**src/rtl/piso_serializer_pkg.sv**
```systemverilog
// Shared types and sizing helpers for the parallel-in/serial-out transmitter.
// The bit counter width depends on WIDTH, so it is provided as a function.
package piso_serializer_pkg;

    typedef enum logic {
        IDLE  = 1'b0,
        SHIFT = 1'b1
    } state_t;

    // Counter spans 0..width-1 and keeps one spare bit so WIDTH=1 still gets a 1-bit counter.
    function automatic int cnt_width(input int width);
        return $clog2(width) + 1;
    endfunction

endpackage

```
**src/rtl/piso_serializer_shift_reg.sv**
```systemverilog
// Loadable WIDTH-bit shift register whose head bit drives the serial line.
// Vacated positions fill with the idle level, so the head returns to idle when a frame drains.
module piso_shift_reg #(
    parameter int WIDTH     = 4,
    parameter bit LSB_FIRST = 1'b1
) (
    input  logic             clk,
    input  logic             rst,
    input  logic             load,
    input  logic             shift,
    input  logic             fill,
    input  logic [WIDTH-1:0] data,
    output logic             head
);

    logic [WIDTH-1:0] q;
    logic [WIDTH-1:0] shifted;

    generate
        if (WIDTH == 1) begin : g_single
            assign shifted = fill;
        end else if (LSB_FIRST) begin : g_lsb
            assign shifted = {fill, q[WIDTH-1:1]};
        end else begin : g_msb
            assign shifted = {q[WIDTH-2:0], fill};
        end
    endgenerate

    // Reset fills with the idle level, which is all-zero for the default IDLE_LEVEL.
    always_ff @(posedge clk) begin
        if (rst) begin
            q <= {WIDTH{fill}};
        end else if (load) begin
            q <= data;
        end else if (shift) begin
            q <= shifted;
        end
    end

    assign head = LSB_FIRST ? q[0] : q[WIDTH-1];

endmodule

```
**src/rtl/piso_serializer.sv**
```systemverilog
// Parallel-in/serial-out transmitter: valid/ready word load, one bit per clk on ser_out.
// A word offered in the final bit cycle of a frame follows it with no gap.
module piso_serializer
    import piso_serializer_pkg::*;
#(
    parameter int WIDTH      = 4,
    parameter bit LSB_FIRST  = 1'b1,
    parameter bit IDLE_LEVEL = 1'b0
) (
    input  logic             clk,
    input  logic             rst,
    input  logic             load_valid,
    output logic             load_ready,
    input  logic [WIDTH-1:0] load_data,
    output logic             ser_out,
    output logic             ser_valid,
    output logic             ser_last,
    output logic             busy
);

    localparam int CNT_W = cnt_width(WIDTH);
    localparam logic [CNT_W-1:0] LAST_CNT = CNT_W'(WIDTH - 1);

    state_t           state;
    state_t           state_next;
    logic [CNT_W-1:0] cnt;
    logic [CNT_W-1:0] cnt_next;
    logic             at_last;
    logic             accept;
    logic             shift_en;

    // Handshake: a word transfers on any edge where load_valid and load_ready are both high;
    // load_ready is high in IDLE and in the final bit cycle of a frame, never while rst is high.
    assign at_last    = (state == SHIFT) && (cnt == LAST_CNT);
    assign load_ready = !rst && ((state == IDLE) || at_last);
    assign accept     = load_valid && load_ready;

    always_comb begin
        state_next = state;
        cnt_next   = cnt;
        shift_en   = 1'b0;
        case (state)
            IDLE: begin
                if (accept) begin
                    state_next = SHIFT;
                    cnt_next   = '0;
                end
            end
            SHIFT: begin
                shift_en = 1'b1;
                if (accept) begin
                    cnt_next = '0;
                end else if (at_last) begin
                    state_next = IDLE;
                    cnt_next   = '0;
                end else begin
                    cnt_next = cnt + CNT_W'(1);
                end
            end
            default: begin
                state_next = IDLE;
                cnt_next   = '0;
            end
        endcase
    end

    always_ff @(posedge clk) begin
        if (rst) begin
            state <= IDLE;
            cnt   <= '0;
        end else begin
            state <= state_next;
            cnt   <= cnt_next;
        end
    end

    // A load takes priority over the shift, so a back-to-back word replaces the drained frame.
    piso_shift_reg #(
        .WIDTH    (WIDTH),
        .LSB_FIRST(LSB_FIRST)
    ) u_shift_reg (
        .clk  (clk),
        .rst  (rst),
        .load (accept),
        .shift(shift_en),
        .fill (IDLE_LEVEL),
        .data (load_data),
        .head (ser_out)
    );

    assign ser_valid = (state == SHIFT);
    assign busy      = (state == SHIFT);
    assign ser_last  = at_last;

endmodule

```
**config.mk**
```make
export PLATFORM = sky130hd
export DESIGN_NAME = piso_serializer
export DESIGN_NICKNAME = d
export VERILOG_FILES = /design/src/rtl/piso_serializer_pkg.sv /design/src/rtl/piso_serializer_shift_reg.sv /design/src/rtl/piso_serializer.sv
export SDC_FILE = /design/constraint.sdc
export NUM_CORES = 1
export LEC_CHECK = 0
export BUFFER_PORTS_ARGS = -buffer_cell sky130_fd_sc_hd__buf_2
export CAP_MARGIN = 20
export CELL_PAD_IN_SITES_DETAIL_PLACEMENT = 1
export CELL_PAD_IN_SITES_GLOBAL_PLACEMENT = 1
export CORE_AREA = 5 5 42 44
export CTS_BUF_LIST = sky130_fd_sc_hd__clkbuf_8 sky130_fd_sc_hd__clkbuf_16
export DETAILED_ROUTE_END_ITERATION = 6
export DIE_AREA = 0 0 47 49
export PLACE_DENSITY = 0.62
export SLEW_MARGIN = 25
export SYNTH_ARGS = -nofsm -noshare
export SYNTH_HDL_FRONTEND = slang
export SYNTH_SLANG_ARGS = --single-unit
```
**constraint.sdc**
```tcl
create_clock -name clk -period 1.3 [get_ports clk]
set_input_delay 0.26 -clock clk [delete_from_list [all_inputs] [get_ports clk]]
set_output_delay 0.26 -clock clk [all_outputs]
set_load 0.02 [all_outputs]
```
==> results of run 1 <==
registers in the layout (all words and copies together), names as in the netlist:
name	cells
cnt	3
u_shift_reg.q	4
busy	1
critical path, cell delays in order, from the launching register on:
cell and delay, ns:
dfxtp_2 0.34, ha_4 0.16, nand2b_4 0.07, a21oi_2 0.14
buf_6 0.13
worst paths after layout:
check / start / to / slack (ns) / cells after the start
max reg2reg: cnt[1] / cnt[1] / 0.10 / 6
min: load_data[3] / u_shift_reg.q[3] / 0.31 / 3
min reg2reg: cnt[0] / cnt[0] / 0.49 / 2
max: cnt[1] / load_ready / -0.02 / 4
cell families after synthesis:
family / share of synthesized area
and+or+nand+nor: 0.2026
AOI/OAI and AO/OA: 0.1993
DFF: 0.4183
buffers and inverters: 0.06861
muxes: 0.07843
adders and majority gates: 0.03267
metrics by stage:
step                worst slack [ns]  cells  cell area (sq um)  setup TNS [ns]
finish                      -0.02450     77              574.3        -0.02450
floorplan                    0.01805     44              382.9               0
detailed placement           0.07176     72              469.2               0
global placement             0.09964     72              469.2               0
CTS                         -0.01733     75              544.3        -0.01733
global route                -0.09708     77              574.3         -0.1546
routing by layer:
layer	vias to the layer above	GRT usage
met2	9	0.1471
met1	160	0.1397
met4	0	0.04147
li1	190	-
met3	2	0.05535
met5	-	0
power groups by stage:
| stage | Sequential [mW] | Clock, mW | Combinational, mW |
|---|---|---|---|
| finish | 0.273 | 0.290 | 0.101 |
| global route | 0.275 | 0.323 | 0.114 |
| CTS | 0.273 | 0.301 | 0.0985 |
| detailed placement | 0.275 | 0 | 0.0937 |
| global placement | 0.275 | 0 | 0.0927 |
| floorplan | 0.279 | 0 | 0.0558 |
cell usage after synthesis:
cell	number
a32oi_1	1
nand2_1	1
nor2_1	4
nor3b_1	1
o21ai_0	2
ha_1	1
mux2i_1	3
nor2b_1	1
a21oi_1	7
nand3b_1	1
dfxtp_1	8
buf_4	2
buf_1	1
a211oi_1	3
inv_1	2
nand2b_1	5
or3_1	1
what timing repair did:
item	4_1_cts	5_1_grt
buffers inserted	0	2
setup endpoints to repair	2	3
pin swaps	2	1
resized for setup	9	4
final cells by class:
| type | instances | area share |
|---|---|---|
| clock buffer | 3 | 0.07190 |
| inverter | 2 | 0.01307 |
| multi-input combinational | 31 | 0.4009 |
| sequential | 8 | 0.2832 |
| tap | 16 | 0.03486 |
| timing repair buffer | 17 | 0.1961 |
cells in the final DEF, fill, tap and decap left out, types with 2 or more instances in the layout:
master / netlist / routed
mux2i_1: 3 / 3
a211oi_1: 3 / 3
a21oi_1: 7 / 6
dfxtp_2: 0 / 2
clkbuf_8: 0 / 3
dfxtp_1: 8 / 6
buf_2: 0 / 9
nand2b_1: 5 / 4
buf_6: 0 / 2
o21ai_0: 2 / 2
buf_4: 2 / 6
inv_1: 2 / 2
nor2_1: 4 / 3
==> summary.md, run 1 <==
| Metric | Value |
|---|---|
| Clock Skew | between 0.0015 and 0.002 ns |
| Sw Pwr | between 150 and 200 uW |
| Vias in the first global route | about 380 |
| Tmin final | around 1.3 ns |
| Count of antenna-violating nets left after detailed routing | 0 |
| Post-DP HPWL | around 670 um |
| Int Pwr | between 500 and 600 uW |
| Data arrival, critical path | 1.06 ns |
| Power Total | 663.6 uW |
| Die area | between 2000 and 2500 sq um |
| Clk sinks | 8 |
| Routed met3 length | around 44 um |
| H-tree Lvls | 1 |
| Syn-to-layout area delta | 50.00% |
| Syn nets | 52 |
| Max-cap viol count | 0 |
| DRT iter0 DRCs | 0 |
| Crit start category | register |
| Rel. slew slack | 0.8271 |
| Initial antenna violation count | 0 |
| RSZ-0062 raised after global routing | true |
| Root Driver | clkbuf_8 |
| Multi-input logic area | around 230 sq um |
| Leak pwr | 0.2350 nW |
| Crit path max fanout | 3 |
| Synth top area cells | dfxtp_1 42%, a21oi_1 9.2%, nand2b_1 8.2%, mux2i_1 7.8%, a211oi_1 5.9% |
| Slew Viols, Final | 0 |
| Pre-antenna DRT Iters | 1 |
| Fmax | roughly 760 MHz |
| Post-Route WL | 1005 um |
| Netlist cell types | 17 |
| Clk pwr share | 0.437 |
| Die H | between 40 and 50 um |
| Synthesized instance count | between 40 and 50 |
| Hold_buf cts | 0 |
| Register area share after synthesis | 0.4183 |
| Area leader, netlist | dfxtp_1 |
| Fillcell total | about 180 |
| DR vias/cell | 4.688 |
| Num CTS Buffers | 3 |
| Post-Syn Area | between 300 and 400 sq um |
| Hold WS | about 0.31 ns |
| Layout cells sized above 1 | 0.4426 |
| Worst-margin pin slew | 0.2585 ns |
| Highest Signal Layer | met4 |
| Final routed DRC violation total | 0 |
| Gpl congestion | roughly 0.71 |
| Failing checks | negative setup slack |
| Nets | between 70 and 80 |
| Final Hold Violating Endpoints | 0 |
| Worst min path class | in -> reg |
| Vias | 361 |
| Core Util, Final | 0.4098 |
| Synthesis Warnings | 0 |
| Worst-path clk slew | ~0.040 ns |
| Die width | between 40 and 50 um |
| PortBufs | 11 |
| Max VDD drop | 0.0009240 V |
| Worst EP required | 1.04 ns |
| Row cnt | 14 |
| Crit share post-route | 1.019 |
| Post-synth top area share | 0.4183 |
| Synthesized area per cell | about 8.7 sq um |
| #FFs+latches synth | 8 |
| CTS tree | yes |
| Clock tree buffer depth | 2 |
| Sw Share | 0.2318 |
| GRT Overall Usage | 0.1073 |
| Worst-Skew Late Latency | approximately 0.22 ns |
| IO Count | 12 |
| M1 WL | about 450 um |
| Seq pwr share | 0.411 |
| Largest net degree at the start of global routing | 11 |
| Crit Path Category | reg -> out |
| Outcome | finished with violations |
| Pwr/cell area | between 1000 and 1500 nW/um^2 |
| Gr ovfl total | 0 |
| Initial Util | 0.2732 |
| Register area | about 160 sq um |
| Setup violations, final | 1 |
| Core area | 1401 sq um |
| ANT cells | 0 |
| Comb power frac | 0.152 |
| CP Capture Type | output pin |
| First-pass GRT wire length | roughly 1700 um |
| Setup ws final | -0.02450 ns |
| Met2 wire len | approximately 490 um |
| Routed len/inst | about 13 um |
Note: power is estimated with default switching activity, not from simulation.
==> inputs of run 2 (changes only) <==
--- a/config.mk
+++ b/config.mk
@@ -13,6 +13,7 @@
 export CTS_BUF_LIST = sky130_fd_sc_hd__clkbuf_8 sky130_fd_sc_hd__clkbuf_16
 export DETAILED_ROUTE_END_ITERATION = 6
 export DIE_AREA = 0 0 47 49
+export MAX_ROUTING_LAYER = met4
 export PLACE_DENSITY = 0.62
 export SLEW_MARGIN = 25
 export SYNTH_ARGS = -nofsm -noshare
==> summary.md, run 2 (same netlist as run 1, synthesis figures left out) <==
| Metric | Value |
|---|---|
| RSZ-0062 raised after global routing | true |
| Cell Count Post-Placement | approximately 70 |
| Initial Util | 0.2732 |
| Final Hold Violating Endpoints | 0 |
| Tmin final | 1.325 ns |
| Core area | approximately 1400 sq um |
| Power Total | ~660 uW |
| Crit Path Category | reg -> out |
| Initial antenna violation count | 0 |
| Die H | a little under 50 um |
| Hold WS | 0.3104 ns |
| Gr ovfl total | 0 |
| Max FFs per register | 4 |
| Die width | approximately 47 um |
| Crit path max fanout | 3 |
| Biggest register | u_shift_reg.q |
| Post-Route WL | just over 1000 um |
| Core Util, Final | 0.4098 |
| Clock Skew | between 0.0015 and 0.002 ns |
| ANT cells | 0 |
| Gpl congestion | ~0.72 |
| Worst-Skew Late Latency | 0.22 ns |
| Vias | 357 |
| Worst min path class | in -> reg |
| Rel. slew slack | 0.8269 |
| Reg2reg start | cnt[1] |
| Die area | 2303 sq um |
| Layout cells sized above 1 | 0.4426 |
| Fmax | about 750 MHz |
| DR vias/cell | between 4 and 5 |
| Max-cap viol count | 0 |
| Reg2reg setup slack | approximately 0.1 ns |
| Pre-antenna DRT Iters | 1 |
| Crit share post-route | 1.019 |
| Worst-margin pin slew | ~0.26 ns |
| Crit start category | register |
| Commonest cells after routing, fill and taps aside | 9 x buf_2, 6 x a21oi_1, 6 x dfxtp_1, 6 x buf_4, 4 x nand2b_1 |
| Post-DP HPWL | about 670 um |
| Count of antenna-violating nets left after detailed routing | 0 |
| GRT Overall Usage | 0.1101 |
| Worst EP required | around 1.0 ns |
| Clock tree buffer depth | 2 |
| Post-route insts no fill | 77 |
| CP Capture Type | output pin |
| Worst-path clk slew | approximately 0.040 ns |
| Final routed DRC violation total | 0 |
| Syn-to-layout area delta | 50.00% |
| Vias in the first global route | 380 |
| Setup violations, final | 1 |
| Slew Viols, Final | 0 |
| IO Count | 12 |
| CTS tree | yes |
| Largest net degree at the start of global routing | 11 |
| PortBufs | 11 |
| Fillcell total | between 150 and 200 |
| Root Driver | clkbuf_8 |
| Failing checks | negative setup slack |
| DRT iter0 DRCs | 0 |
| Nets | 71 |
| Pwr/cell area | 1155 nW/um^2 |
| Most common cell after layout, fill and taps aside | buf_2 |
| Leak pwr | roughly 0.24 nW |
| Post-Place Worst Slack | around 0.07 ns |
| Worst R2R End | cnt[1] |
| Reg2reg path depth | 6 |
| Origin of the worst setup path | cnt[1] |
| Row cnt | 14 |
| Outcome | finished with violations |
| Last element of the critical path | load_ready |
| Data arrival, critical path | 1.06 ns |
| Routed len/inst | roughly 13 um |
| Setup ws final | -0.02471 ns |
| Clk sinks | 8 |
| Num CTS Buffers | 3 |
| First-pass GRT wire length | approximately 1700 um |
| Max VDD drop | approximately 0.00092 V |
| H-tree Lvls | 1 |
run 2: cell counts in the layout (fill, tap and decap cells not counted):
Identical to the previous run, type by type.
run 2: area by class of cell:
| type | count | area, sq um | area share |
|---|---|---|---|
| well taps | 16 | 20.02 | 0.03486 |
| inverters | 2 | 7.507 | 0.01307 |
| clock buffers | 3 | 41.29 | 0.07190 |
| multi-input cells | 31 | 230.2 | 0.4009 |
| flip-flops and latches | 8 | 162.7 | 0.2832 |
| repair buffers | 17 | 112.6 | 0.1961 |
run 2: what timing repair did:
action | CTS | global route
hold buffers | 0 | 0
setup buffers | 0 | 2
endpoints found under the setup margin | 2 | 3
endpoints found under the hold margin | 0 | 0
pin swaps | 2 | 1
gates resized for setup | 9 | 4
run 2: how the worst min path moves through the flow:
stage / from / to / slack, ns / cells after the start
2_1_floorplan: load_valid / busy / 0.38 / 2
3_3_place_gp: cnt[0] / cnt[0] / 0.46 / 2
3_5_place_dp: cnt[0] / cnt[0] / 0.48 / 2
4_1_cts: load_data[3] / u_shift_reg.q[3] / 0.32 / 3
5_1_grt: load_data[3] / u_shift_reg.q[3] / 0.33 / 3
6_report: load_data[3] / u_shift_reg.q[3] / 0.31 / 3
run 2: stage by stage:
step	area, sq um	setup TNS (ns)
6_report	574.3	-0.02471
5_1_grt	574.3	-0.1546
4_1_cts	544.3	-0.01733
3_5_place_dp	469.2	0
3_3_place_gp	469.2	0
2_1_floorplan	382.9	0
run 2: critical path: stages (launching register included):
cell and delay, ns:
dfxtp_2 0.34, ha_4 0.16, nand2b_4 0.08, a21oi_2 0.14
buf_6 0.13
run 2: power by group:
part | switching (mW) | leakage [nW] | internal, mW
registers | 0.0106 | 0.0667 | 0.262
logic | 0.0535 | 0.147 | 0.0475
clock network | 0.0897 | 0.0216 | 0.200
total | 0.154 | 0.235 | 0.510
run 2: routing by layer:
metal  GRT usage  up-vias  part of all wire
li1            -      189                 -
met1      0.1397      157              0.45
met2      0.1471        9              0.49
met3     0.05535        2             0.044
met4     0.04147        0             0.023
met5           -        -                 0
==> inputs of run 3 (changes only) <==
==> constraint.sdc (replaced) <==
create_clock -name clk -period 1.5 [get_ports clk]
set_input_delay 0.225 -clock clk [delete_from_list [all_inputs] [get_ports clk]]
set_output_delay 0.225 -clock clk [all_outputs]
set_load 0.02 [all_outputs]
==> summary.md, run 3 (same netlist as run 1, synthesis figures left out) <==
| Metric | Value |
|---|---|
| Outcome | complete, no violations |
| PortBufs | 11 |
| Clock Skew | slightly below 0.003 ns |
| Num CTS Buffers | 3 |
| Core area | between 1000 and 1500 sq um |
| Reg2reg path depth | 5 |
| Data arrival, critical path | about 1.2 ns |
| Reg2reg setup slack | approximately 0.15 ns |
| Fmax | 701.8 MHz |
| Nets | 67 |
| Count of antenna-violating nets left after detailed routing | 0 |
| Fillcell total | roughly 180 |
| DR vias/cell | ~5 |
| Worst R2R End | u_shift_reg.q[0] |
| Worst EP required | 1.27 ns |
| Worst-path clk slew | around 0.04 ns |
| CP Capture Type | output pin |
| Pre-antenna DRT Iters | 2 |
| Die area | between 2000 and 2500 sq um |
| Post-Route WL | 927 um |
| Root Driver | clkbuf_8 |
| First-pass GRT wire length | roughly 1500 um |
| Crit share post-route | 0.9500 |
| Worst-margin pin slew | roughly 0.28 ns |
| Initial antenna violation count | 0 |
| Hold_buf cts | 0 |
| Core Util, Final | 0.3625 |
| Hold WS | about 0.27 ns |
| H-tree Lvls | 1 |
| Routed len/inst | 12.70 um |
| Max FFs per register | 4 |
| Tmin final | ~1.4 ns |
| Most common cell after layout, fill and taps aside | buf_2 |
| DRT iter0 DRCs | 3 |
| Setup violations, final | 0 |
| Worst-Skew Late Latency | about 0.22 ns |
| IO Count | 12 |
| Power Total | 568.3 uW |
| Leak pwr | 0.2150 nW |
| Hold Path Depth | 3 |
| Die width | 47 um |
| GRT Overall Usage | 0.09812 |
| Clock tree buffer depth | 2 |
| Largest net degree at the start of global routing | 11 |
| Max VDD drop | 0.0004783 V |
| CTS tree | yes |
| Slew Viols, Final | 0 |
| Final Hold Violating Endpoints | 0 |
| Post-DP HPWL | around 660 um |
| Origin of the worst setup path | cnt[0] |
| ANT cells | 0 |
| Row cnt | 14 |
| Reg2reg start | cnt[0] |
| Syn-to-layout area delta | 32.68% |
| Biggest register | u_shift_reg.q |
| Crit path max fanout | 7 |
| Layout cells sized above 1 | 0.3158 |
| Pwr/cell area | approximately 1100 nW/um^2 |
| Vias | 357 |
| Gpl congestion | between 0.7 and 0.8 |
| Total negative slack | 0 ns |
| Vias in the first global route | between 300 and 400 |
| Final routed DRC violation total | 0 |
| Gr ovfl total | 0 |
| RSZ-0062 raised after global routing | false |
| Worst min path class | in -> reg |
| Initial Util | 0.2732 |
| Clk sinks | 8 |
| Die H | between 40 and 50 um |
| Rel. slew slack | 0.8144 |
| Crit start category | register |
| Max-cap viol count | 0 |
| Crit Path Category | reg -> out |
| Last element of the critical path | load_ready |
| Post-CTS Setup Repair Bufs | 0 |
| Commonest cells after routing, fill and taps aside | 10 x buf_2, 8 x dfxtp_1, 7 x a21oi_1 |
[run 3: cell count changes in the layout (fill, tap and decap cells not counted), sizes merged]
cell	previous run	this run
buf	17	13
[run 3: cell type report]
type	count	area (sq um)	area share
inverter	2	7.507	0.01478
tap	16	20.02	0.03941
multi-input combinational	31	206.4	0.4064
sequential	8	160.2	0.3153
clock buffer	3	41.29	0.08128
timing repair buffer	13	72.57	0.1429
[run 3: worst min-delay path by stage]
stage,startpoint,endpoint
2_1_floorplan,load_valid,busy
3_3_place_gp,cnt[0],cnt[0]
3_5_place_dp,cnt[0],cnt[0]
4_1_cts,load_data[3],u_shift_reg.q[3]
5_1_grt,load_data[3],u_shift_reg.q[3]
6_report,load_data[3],u_shift_reg.q[3]
[run 3: repair_timing]
action | 4_1_cts | 5_1_grt
hold endpoints to repair | 0 | 0
pin swaps | 0 | 0
gates resized for setup | 1 | 2
endpoints found under the setup margin | 1 | 1
[run 3: worst max-delay path: stages, from the launching register on]
cell and delay, ns:
dfxtp_1 0.34, ha_2 0.23, nand2b_4 0.09, a21oi_1 0.15
buf_4 0.16
[run 3: layer usage]
metal  track usage  wire, um  share of wire  vias to the layer above
met5             -         0              0                        -
met4       0.08295        34          0.037                        0
met3       0.03321        39          0.042                        4
met2        0.1357       454           0.49                        8
met1        0.1075       398           0.43                      165
li1              -         -              -                      180
[run 3: power breakdown]
group	total (mW)	internal, mW	switching (mW)
Combinational	0.0796	0.0357	0.0439
Sequential	0.236	0.227	0.00891
Clock	0.253	0.173	0.0796
Total	0.568	0.436	0.132
[run 3: per-stage QoR]
step                area [sq um]  std cells  worst slack [ns]
global route               508.0         73          0.008459
floorplan                  382.9         44            0.2530
finish                     508.0         73           0.07501
detailed placement         454.2         70            0.2442
global placement           454.2         70            0.2638
CTS                        503.0         73           0.04663
